$ cat src/rtl/tone_detector.sv
// tone_detector: measures the period of an incoming square wave in clk cycles
// and decodes it to one of eight note indices. A note is reported only after
// two consecutive periods agree, and the tone is declared lost when no rising
// edge arrives within TIMEOUT cycles.
//
// Handshake: there is no backpressure. `update` is a one-cycle strobe that is
// high exactly in the cycle `period` (and possibly `valid`/`note`) take a new
// value. Consumers must sample `period` while `update` is high.
//
// The FSM state is held in `state` (type state_t) so checkers can bind to it.
module tone_detector #(
  parameter int unsigned W       = 18,
  parameter int unsigned HALF_0  = 47801,
  parameter int unsigned HALF_1  = 42589,
  parameter int unsigned HALF_2  = 37936,
  parameter int unsigned HALF_3  = 35816,
  parameter int unsigned HALF_4  = 31928,
  parameter int unsigned HALF_5  = 28409,
  parameter int unsigned HALF_6  = 25329,
  parameter int unsigned HALF_7  = 23900,
  parameter int unsigned TOL     = 64,
  parameter int unsigned TIMEOUT = (1 << W) - 1
) (
  input  logic         clk,
  input  logic         reset_n,
  input  logic         tone_in,
  output logic [2:0]   note,
  output logic         valid,
  output logic         no_tone,
  output logic [W-1:0] period,
  output logic         update
);

  typedef enum logic [1:0] {IDLE, FIRST, TRACK} state_t;

  localparam logic [W-1:0]        TMO   = W'(TIMEOUT);
  localparam logic signed [W:0]   TOL_S = (W+1)'(TOL);
  // Nominal full periods, one per note, in signed W+1 bits so the error
  // against a measured period never wraps.
  localparam logic signed [W:0]   NOM [8] = '{
    (W+1)'(2*HALF_0), (W+1)'(2*HALF_1), (W+1)'(2*HALF_2), (W+1)'(2*HALF_3),
    (W+1)'(2*HALF_4), (W+1)'(2*HALF_5), (W+1)'(2*HALF_6), (W+1)'(2*HALF_7)
  };

  state_t          state;
  logic            sync_1, sync_2, sync_2_d, edge_r;
  logic [W-1:0]    cnt;
  logic [W-1:0]    p_meas;
  logic [2:0]      cls;
  logic            match;
  logic signed [W:0] diff;
  logic [2:0]      cand;
  logic            cand_ok;

  // Two-flop synchronizer followed by a registered rising-edge detector.
  always_ff @(posedge clk or negedge reset_n) begin
    if (!reset_n) begin
      sync_1   <= 1'b0;
      sync_2   <= 1'b0;
      sync_2_d <= 1'b0;
      edge_r   <= 1'b0;
    end else begin
      sync_1   <= tone_in;
      sync_2   <= sync_1;
      sync_2_d <= sync_2;
      edge_r   <= sync_2 & ~sync_2_d;
    end
  end

  // Free-running period counter: cleared on every edge, saturates at TIMEOUT.
  always_ff @(posedge clk or negedge reset_n) begin
    if (!reset_n) begin
      cnt <= '0;
    end else if (edge_r) begin
      cnt <= '0;
    end else if (cnt != TMO) begin
      cnt <= cnt + W'(1);
    end
  end

  // The counter holds cycles-since-edge minus one; a saturated counter stays
  // saturated so an edge coincident with timeout measures as a non-match.
  assign p_meas = (cnt == TMO) ? TMO : cnt + W'(1);

  // Tolerance match against every note; iterating downwards lets the lowest
  // matching index win.
  always_comb begin
    cls   = 3'd0;
    match = 1'b0;
    diff  = '0;
    for (int k = 7; k >= 0; k--) begin
      diff = $signed({1'b0, p_meas}) - NOM[k];
      if ((diff <= TOL_S) && (diff >= -TOL_S)) begin
        match = 1'b1;
        cls   = 3'(k);
      end
    end
  end

  // Acquisition FSM with registered outputs: candidate capture, two-period
  // confirmation and loss-of-tone timeout.
  always_ff @(posedge clk or negedge reset_n) begin
    if (!reset_n) begin
      state   <= IDLE;
      note    <= 3'd0;
      valid   <= 1'b0;
      no_tone <= 1'b1;
      period  <= '0;
      update  <= 1'b0;
      cand    <= 3'd0;
      cand_ok <= 1'b0;
    end else begin
      update <= 1'b0;
      case (state)
        IDLE: begin
          valid   <= 1'b0;
          no_tone <= 1'b1;
          if (edge_r) state <= FIRST;
        end
        FIRST: begin
          if (edge_r) begin
            period  <= p_meas;
            update  <= 1'b1;
            cand    <= cls;
            cand_ok <= match;
            no_tone <= 1'b0;
            state   <= TRACK;
          end else if (cnt == TMO) begin
            valid   <= 1'b0;
            no_tone <= 1'b1;
            state   <= IDLE;
          end
        end
        TRACK: begin
          if (edge_r) begin
            period <= p_meas;
            update <= 1'b1;
            if (match && cand_ok && (cls == cand)) begin
              valid <= 1'b1;
              note  <= cls;
            end else begin
              valid   <= 1'b0;
              cand    <= cls;
              cand_ok <= match;
            end
          end else if (cnt == TMO) begin
            valid   <= 1'b0;
            no_tone <= 1'b1;
            state   <= IDLE;
          end
        end
        default: state <= IDLE;
      endcase
    end
  end

endmodule

$ cat config.mk
export PLATFORM = sky130hd
export DESIGN_NAME = tone_detector
export DESIGN_NICKNAME = d
export VERILOG_FILES = /design/src/rtl/tone_detector.sv
export SDC_FILE = /design/constraint.sdc
export NUM_CORES = 1
export LEC_CHECK = 0
export ABC_AREA = 1
export BUFFER_PORTS_ARGS = -buffer_cell sky130_fd_sc_hd__buf_2
export CAP_MARGIN = 40
export CORE_UTILIZATION = 40
export CTS_BUF_LIST = sky130_fd_sc_hd__clkbuf_16
export CTS_CLUSTER_SIZE = 10
export DETAILED_ROUTE_END_ITERATION = 10
export GPL_TIMING_DRIVEN = 1
export PLACE_DENSITY = 0.57
export REMOVE_ABC_BUFFERS = 1
export SYNTH_ARGS = -nofsm -noshare
export SYNTH_HDL_FRONTEND = slang
export SYNTH_SLANG_ARGS = --single-unit
$ cat constraint.sdc
create_clock -name clk -period 4.8 [get_ports clk]
set_clock_uncertainty 0.2 [all_clocks]
set_input_delay 0.24 -clock clk [delete_from_list [all_inputs] [get_ports clk]]
set_output_delay 0.24 -clock clk [all_outputs]
set_load 0.03 [all_outputs]
; ---- After elaboration in Yosys (flattened, before gate mapping)
; Index checks and enable logic that the tools add are counted.
[op_classes]
add_sub_neg = 9
magnitude_cmp = 16
eq_ne = 11
muxes = 43
n_bitwise = 2
reduce_logical = 21
[op_table]
columns = op, count
row1 = 19-bit by 7-bit >= comparator with 1-bit output (second input constant), 8
row2 = 19-bit by 8-bit less-or-equal comparator with 1-bit output (second input constant), 8
row3 = 18-bit by 16-bit subtractor with 19-bit output (second input constant), 4
row4 = 18-bit by 17-bit subtractor with 19-bit output (second input constant), 4
row5 = 18-bit 2-to-1 mux, 3
row6 = 3-bit 2-to-1 mux, 11
row7 = 1-bit 2-to-1 mux, 20
row8 = 18-bit by 1-bit adder with 18-bit output (second input constant), 1
row9 = 18-bit equality test (second input constant), 1
row10 = 18-bit inequality test (second input constant), 1
row11 = 2-bit inequality test (second input constant), 6
row12 = 1-bit logical AND, 10
row13 = 2-bit 2-to-1 mux, 4
row14 = 2-bit AND reduction, 4
row15 = 1-bit case mux with 3 select lines, 2
row16 = 2-bit case mux with 3 select lines, 1
row17 = 3-bit case mux with 2 select lines, 1
row18 = 4-bit AND reduction, 1
row19 = 2-bit nonzero test, 2
row20 = 3-bit equality test, 1
row21 = 3-bit AND reduction, 1
row22 = 3-bit nonzero test, 1
row23 = 2-bit by 1-bit equality test with 1-bit output (second input constant), 1
row24 = 2-bit equality test (second input constant), 1
row25 = other kinds (5), 5
[totals]
register_bits = 52
in_bits = 3

; ---- Logic depth before layout (Yosys ltp)
[depth]
ltp_word = 18
ltp_mapped = 33
mapped_depth_nobuf = 32

; ---- Worst setup path after synthesis
; Ideal clock, no wire load.
[synth_timing]
path_kind = register -> register
startpoint = register cnt[0]
endpoint = register cand[0]
arrival_time_ns = 3.553
t_required_ns = 4.483
slack_ns = 0.930
stages_incl_launch_ff = 30
synth_period_minus_slack_ns = 3.870
cell_sequence = dfrtp_1 -> ha_1 -> nand3_1 -> nor2_1 -> nand3_4 -> buf_6 -> nand2_1 -> ha_1 -> ha_1 -> or2_2 -> nor2_1 -> nand2_1 -> a21oi_1 -> nand3_1 -> nor2_1 -> nand3_1 -> nor2_1 -> nand2_1 -> nand2_1 -> inv_1 -> nand2_1 -> nor2_1 -> nand2_1 -> nand2_1 -> nor2_1 -> nand4_1 -> nand2_2 -> nand2_2 -> nand2_1 -> nand2_1
[synth_via]
elab_chain_cells = 17
word_cells_on_any_way = 60
classes_between = add/sub: 9 / order compare: 16 / eq/ne: 3 / mux: 21 / reduce/logical: 11
[synth_lines]
columns = item, line_no
row1 = start: declaration, 47  ; logic [W-1:0] cnt;
row2 = start signal: assignment, 77  ; cnt <= cnt + W'(1);
row3 = 18-bit by 1-bit adder with 18-bit output or 18-bit equality test (tied branches), 83  ; assign p_meas = (cnt == TMO) ? TMO : cnt + W'(1);
row4 = 18-bit 2-to-1 mux *, 83
row5 = 18-bit by 16-bit subtractor with 19-bit output, 92  ; diff = $signed({1'b0, p_meas}) - NOM[k];
row6 = 19-bit by 8-bit less-or-equal comparator with 1-bit output or 19-bit by 7-bit >= comparator with 1-bit output (tied branches), 93  ; if ((diff <= TOL_S) && (diff >= -TOL_S)) begin
row7 = 1-bit logical AND, 93
row8 = 3-bit 2-to-1 mux or 1-bit 2-to-1 mux (tied branches) (8 in a row), 93
row9 = 3-bit equality test or 1-bit logical AND (tied branches), 138  ; if (match && cand_ok && (cls == cand)) begin
row10 = 1-bit logical AND, 138
row11 = 2-bit inequality test (no line), -
row12 = 4-bit AND reduction (no line), -
row13 = end signal: assignment, 124  ; cand <= cls;
row14 = end signal: assignment, 143  ; cand <= cls;
row15 = end: declaration, 52  ; logic [2:0] cand;
; Every way passes the cells marked *; elsewhere a longest branch is shown, timed or not. The select of a mux whose other input is x is not followed.
; A chain may end at the register's enable or synchronous reset.

; ---- Final worst setup path
[layout_timing]
startpoint = register cnt[1]
endpoint = register cand[0]
; Same word-level chain as after synthesis.

==> impl_metrics.toml <==
[floorplanning]
ios = 27
die_h_microns = 136
rows = 48
dieWidth_microns = 136
core-area_sq_um = 17400
initial_core_util_pct = 41.2
fp.dieArea_sq_um = 18500

[detailed_routing]
dr.pass1.iters = 6
drcViolationCount = 0
wl_per_cell_microns = 17.3
drt_iter0_drc = 1175
vias_per_cell = 5.47
wirelength_microns = 28700
vias = 9048
postRouteAntennaNets = 0

[global_route]
track_usage_pct = 31.8
grt_overflow = 0
grt_pass1_vias = 8119
grt_start_max_net_pins = 34
grt_pass1_wl_microns = 44900
antenna_found_initial = 0

[logic_synthesis]
synth_seq_cells = 52
synth_compound_area_share_pct = 5.50
synth_area_leader_cell = "nand2_1"
async_flop_share_pct = 100
synth-xor-area-share_pct = 1.59
synth_mux_area_share_pct = 0
syn_area_sq_um = 7170
yosysWarnings = 0
synthAdderAreaFrac_pct = 2.09
avgSynthCellArea_sq_um = 5.18
synthSimpleGateAreaFrac_pct = 63.3
synth_cells = 1385
synth_top_area_share_pct = 28.5
synthFlopType = "dfrtp_1"
synth_cell_types = 38
synth_edf_count = 0
synthTopCellsByArea = "nand2_1, dfrtp_1, nand3_1"
synth_top_family_by_area = "simple AND/OR/NAND/NOR gates"
yosysSeqAreaShare_pct = 18.2

[placed_design]
dp_cells = 1640
place_hpwl_microns = 23000
place_congestion = 1.02
dpl_cell_area_sq_um = 7720
port_buffers = 26

[setup_path]
end_kind = "flop"
crit_arrival_ns = 4.41
r2r_start = "cnt[1]$_DFFE_PN0P_"
critical_path_required_ns = 4.79
worst_path_largest_cell_delay_ns = 0.41
critPathMaxFanout = 29
rrSetupSlack_ns = 0.38
reg2regPathDepth = 28
critPathLaunchType = "flop"
path_class = "flop to flop"
cp_slowest_cell = "dfrtp_1"
crit_top_cell = "nand2_1"
r2r-end = "cand[0]$_DFFE_PN0P_"

[worst_hold_path]
holdPathEnd = "sync_2$_DFF_PN0_"
hold_depth = 0
min_path_type = "flop to flop"
min_from = "sync_1$_DFF_PN0_"

[cts]
cts_sinks = 52
insertion_delay_ns = 0.30
cts.clk_slew.worst_paths_ns = 0.08
htreeDepth = 2
cts_buffer_depth = 2
cts_tree = "done"
cts_buffers = 5
cts_root_buf = "clkbuf_16"

[sta]
max-slew-margin-rel_pct = 47.7
finalSetupViolCount = 0
fmax_mhz = 226
final-hold-violation-count = 0
tns_ns = 0
fin_hold_ws_ns = 0.154
fin_crit_ns = 4.42
slew_violations = 0
min_period_over_period_pct = 92.1
worst_slew_pin_slew_ns = 0.784

[final_layout]
num_antenna_cells = 0
area_growth_pct = 11.1
final_cell_mix = "nand2_1, nor2_1, nand3_1"
fin_area_sq_um = 7970
fin_nets = 1444
final_cells = 1655
drive_above_1_share_pct = 9.09
final_common_cell = "nand2_1"

[pwr]
powerDensity_nw_per_um2 = 176
ir_worst_vdd_uv = 189
leakage_nw = 4.45

[flow_run]
cap_violations = 0

[outcome]
status = "finished, final reports clean"
-- synth_stat cells, types with 3 or more instances --
cell type  instances
nand2_2           15
clkbuf_1          14
inv_2              8
nand3_2            3
nand4_1           29
ha_1              12
nor2_4             7
nand3b_1           4
nor3_1             6
nor2_1           224
dfrtp_1           51
inv_1            128
buf_2             14
nor2_2             4
nand3_1          220
o21ai_0           36
a31oi_1            3
xor2_1            12
nand2_1          544
a21oi_1           22
o21ai_1            7
-- per-layer routing --
| layer | track usage, % | vias up | part of all wire (%) |
|---|---|---|---|
| met1 | 44.9 | 4073 | 44 |
| met2 | 49.2 | 425 | 43 |
| li1 | - | 4494 | - |
| met3 | 4.06 | 56 | 9.5 |
| met5 | 0 | - | 0 |
| met4 | 11.5 | 0 | 3.1 |
-- area by class of cell --
| cell class | count | area (sq um) |
|---|---|---|
| timing repair buffer | 69 | 478 |
| clock buffer | 5 | 125 |
| clock inverter | 3 | 28.8 |
| inverter | 138 | 518 |
| sequential | 52 | 1300 |
| multi-input combinational | 1163 | 5230 |
| fill | 1935 | 9450 |
| tap | 225 | 282 |
-- where the power goes --
group | switching (mW) | internal, mW | total (mW) | leakage [nW]
Clock | 0.182 | 0.201 | 0.383 | 0.0767
Combinational | 0.351 | 0.150 | 0.501 | 3.67
Sequential | 0.0387 | 0.480 | 0.519 | 0.703
-- logic make-up after synthesis --
logic type / count (synthesis)
and+or+nand+nor: 1063
buffers and inverters: 171
AOI/OAI and AO/OA: 74
DFF: 52
xor gates and xnor gates: 13
adders and majority gates: 12
-- worst max-delay path: cells and delay by family (launching register included) --
kind	cells	cell delay (ns)
buffers and inverters	4	0.63
flip-flops	1	0.41
AND/OR/NAND/NOR	23	2.81
adder cells (fa/ha/maj)	1	0.25
-- through the flow --
stage / total power [mW] / setup slack [ns] / utilization [%]
after global routing: 1.48 / -0.0161 / 45.7
after detailed placement: 1.01 / 0.124 / 44.3
after global placement: 1.00 / 0.185 / 44.3
after floorplan: 0.834 / 0.714 / -
after CTS: 1.40 / 0.120 / 45.3
final: 1.40 / 0.380 / 45.7
-- worst max path at each step --
stage | from | end | slack (ns)
after floorplan | cnt[0]$_DFFE_PN0P_ | cand[0]$_DFFE_PN0P_ | 0.71
after detailed placement | cnt[1]$_DFFE_PN0P_ | cand[0]$_DFFE_PN0P_ | 0.12
after CTS | cnt[1]$_DFFE_PN0P_ | cand[0]$_DFFE_PN0P_ | 0.12
final | cnt[1]$_DFFE_PN0P_ | cand[0]$_DFFE_PN0P_ | 0.38
after global routing | cnt[1]$_DFFE_PN0P_ | note[2]$_DFFE_PN0P_ | -0.02
after global placement | cnt[1]$_DFFE_PN0P_ | cand[0]$_DFFE_PN0P_ | 0.18
-- what timing repair did --
item / in CTS / in global routing
hold endpoints to repair: 20 / 0
resized for setup: 0 / 10
endpoints found under the setup margin: 0 / 8
hold buffers: 2 / 0
buffers inserted: 0 / 4
-- state kept, by name, indices dropped and copies added (netlist names) --
register / count
cand_ok: 1
sync_2: 1
state: 2
update: 1
sync_1: 1
valid: 1
cand: 3
period: 18
cnt: 18
note: 3
sync_2_d: 1
no_tone: 1
edge_r: 1
(Power assumes the default switching activity.)
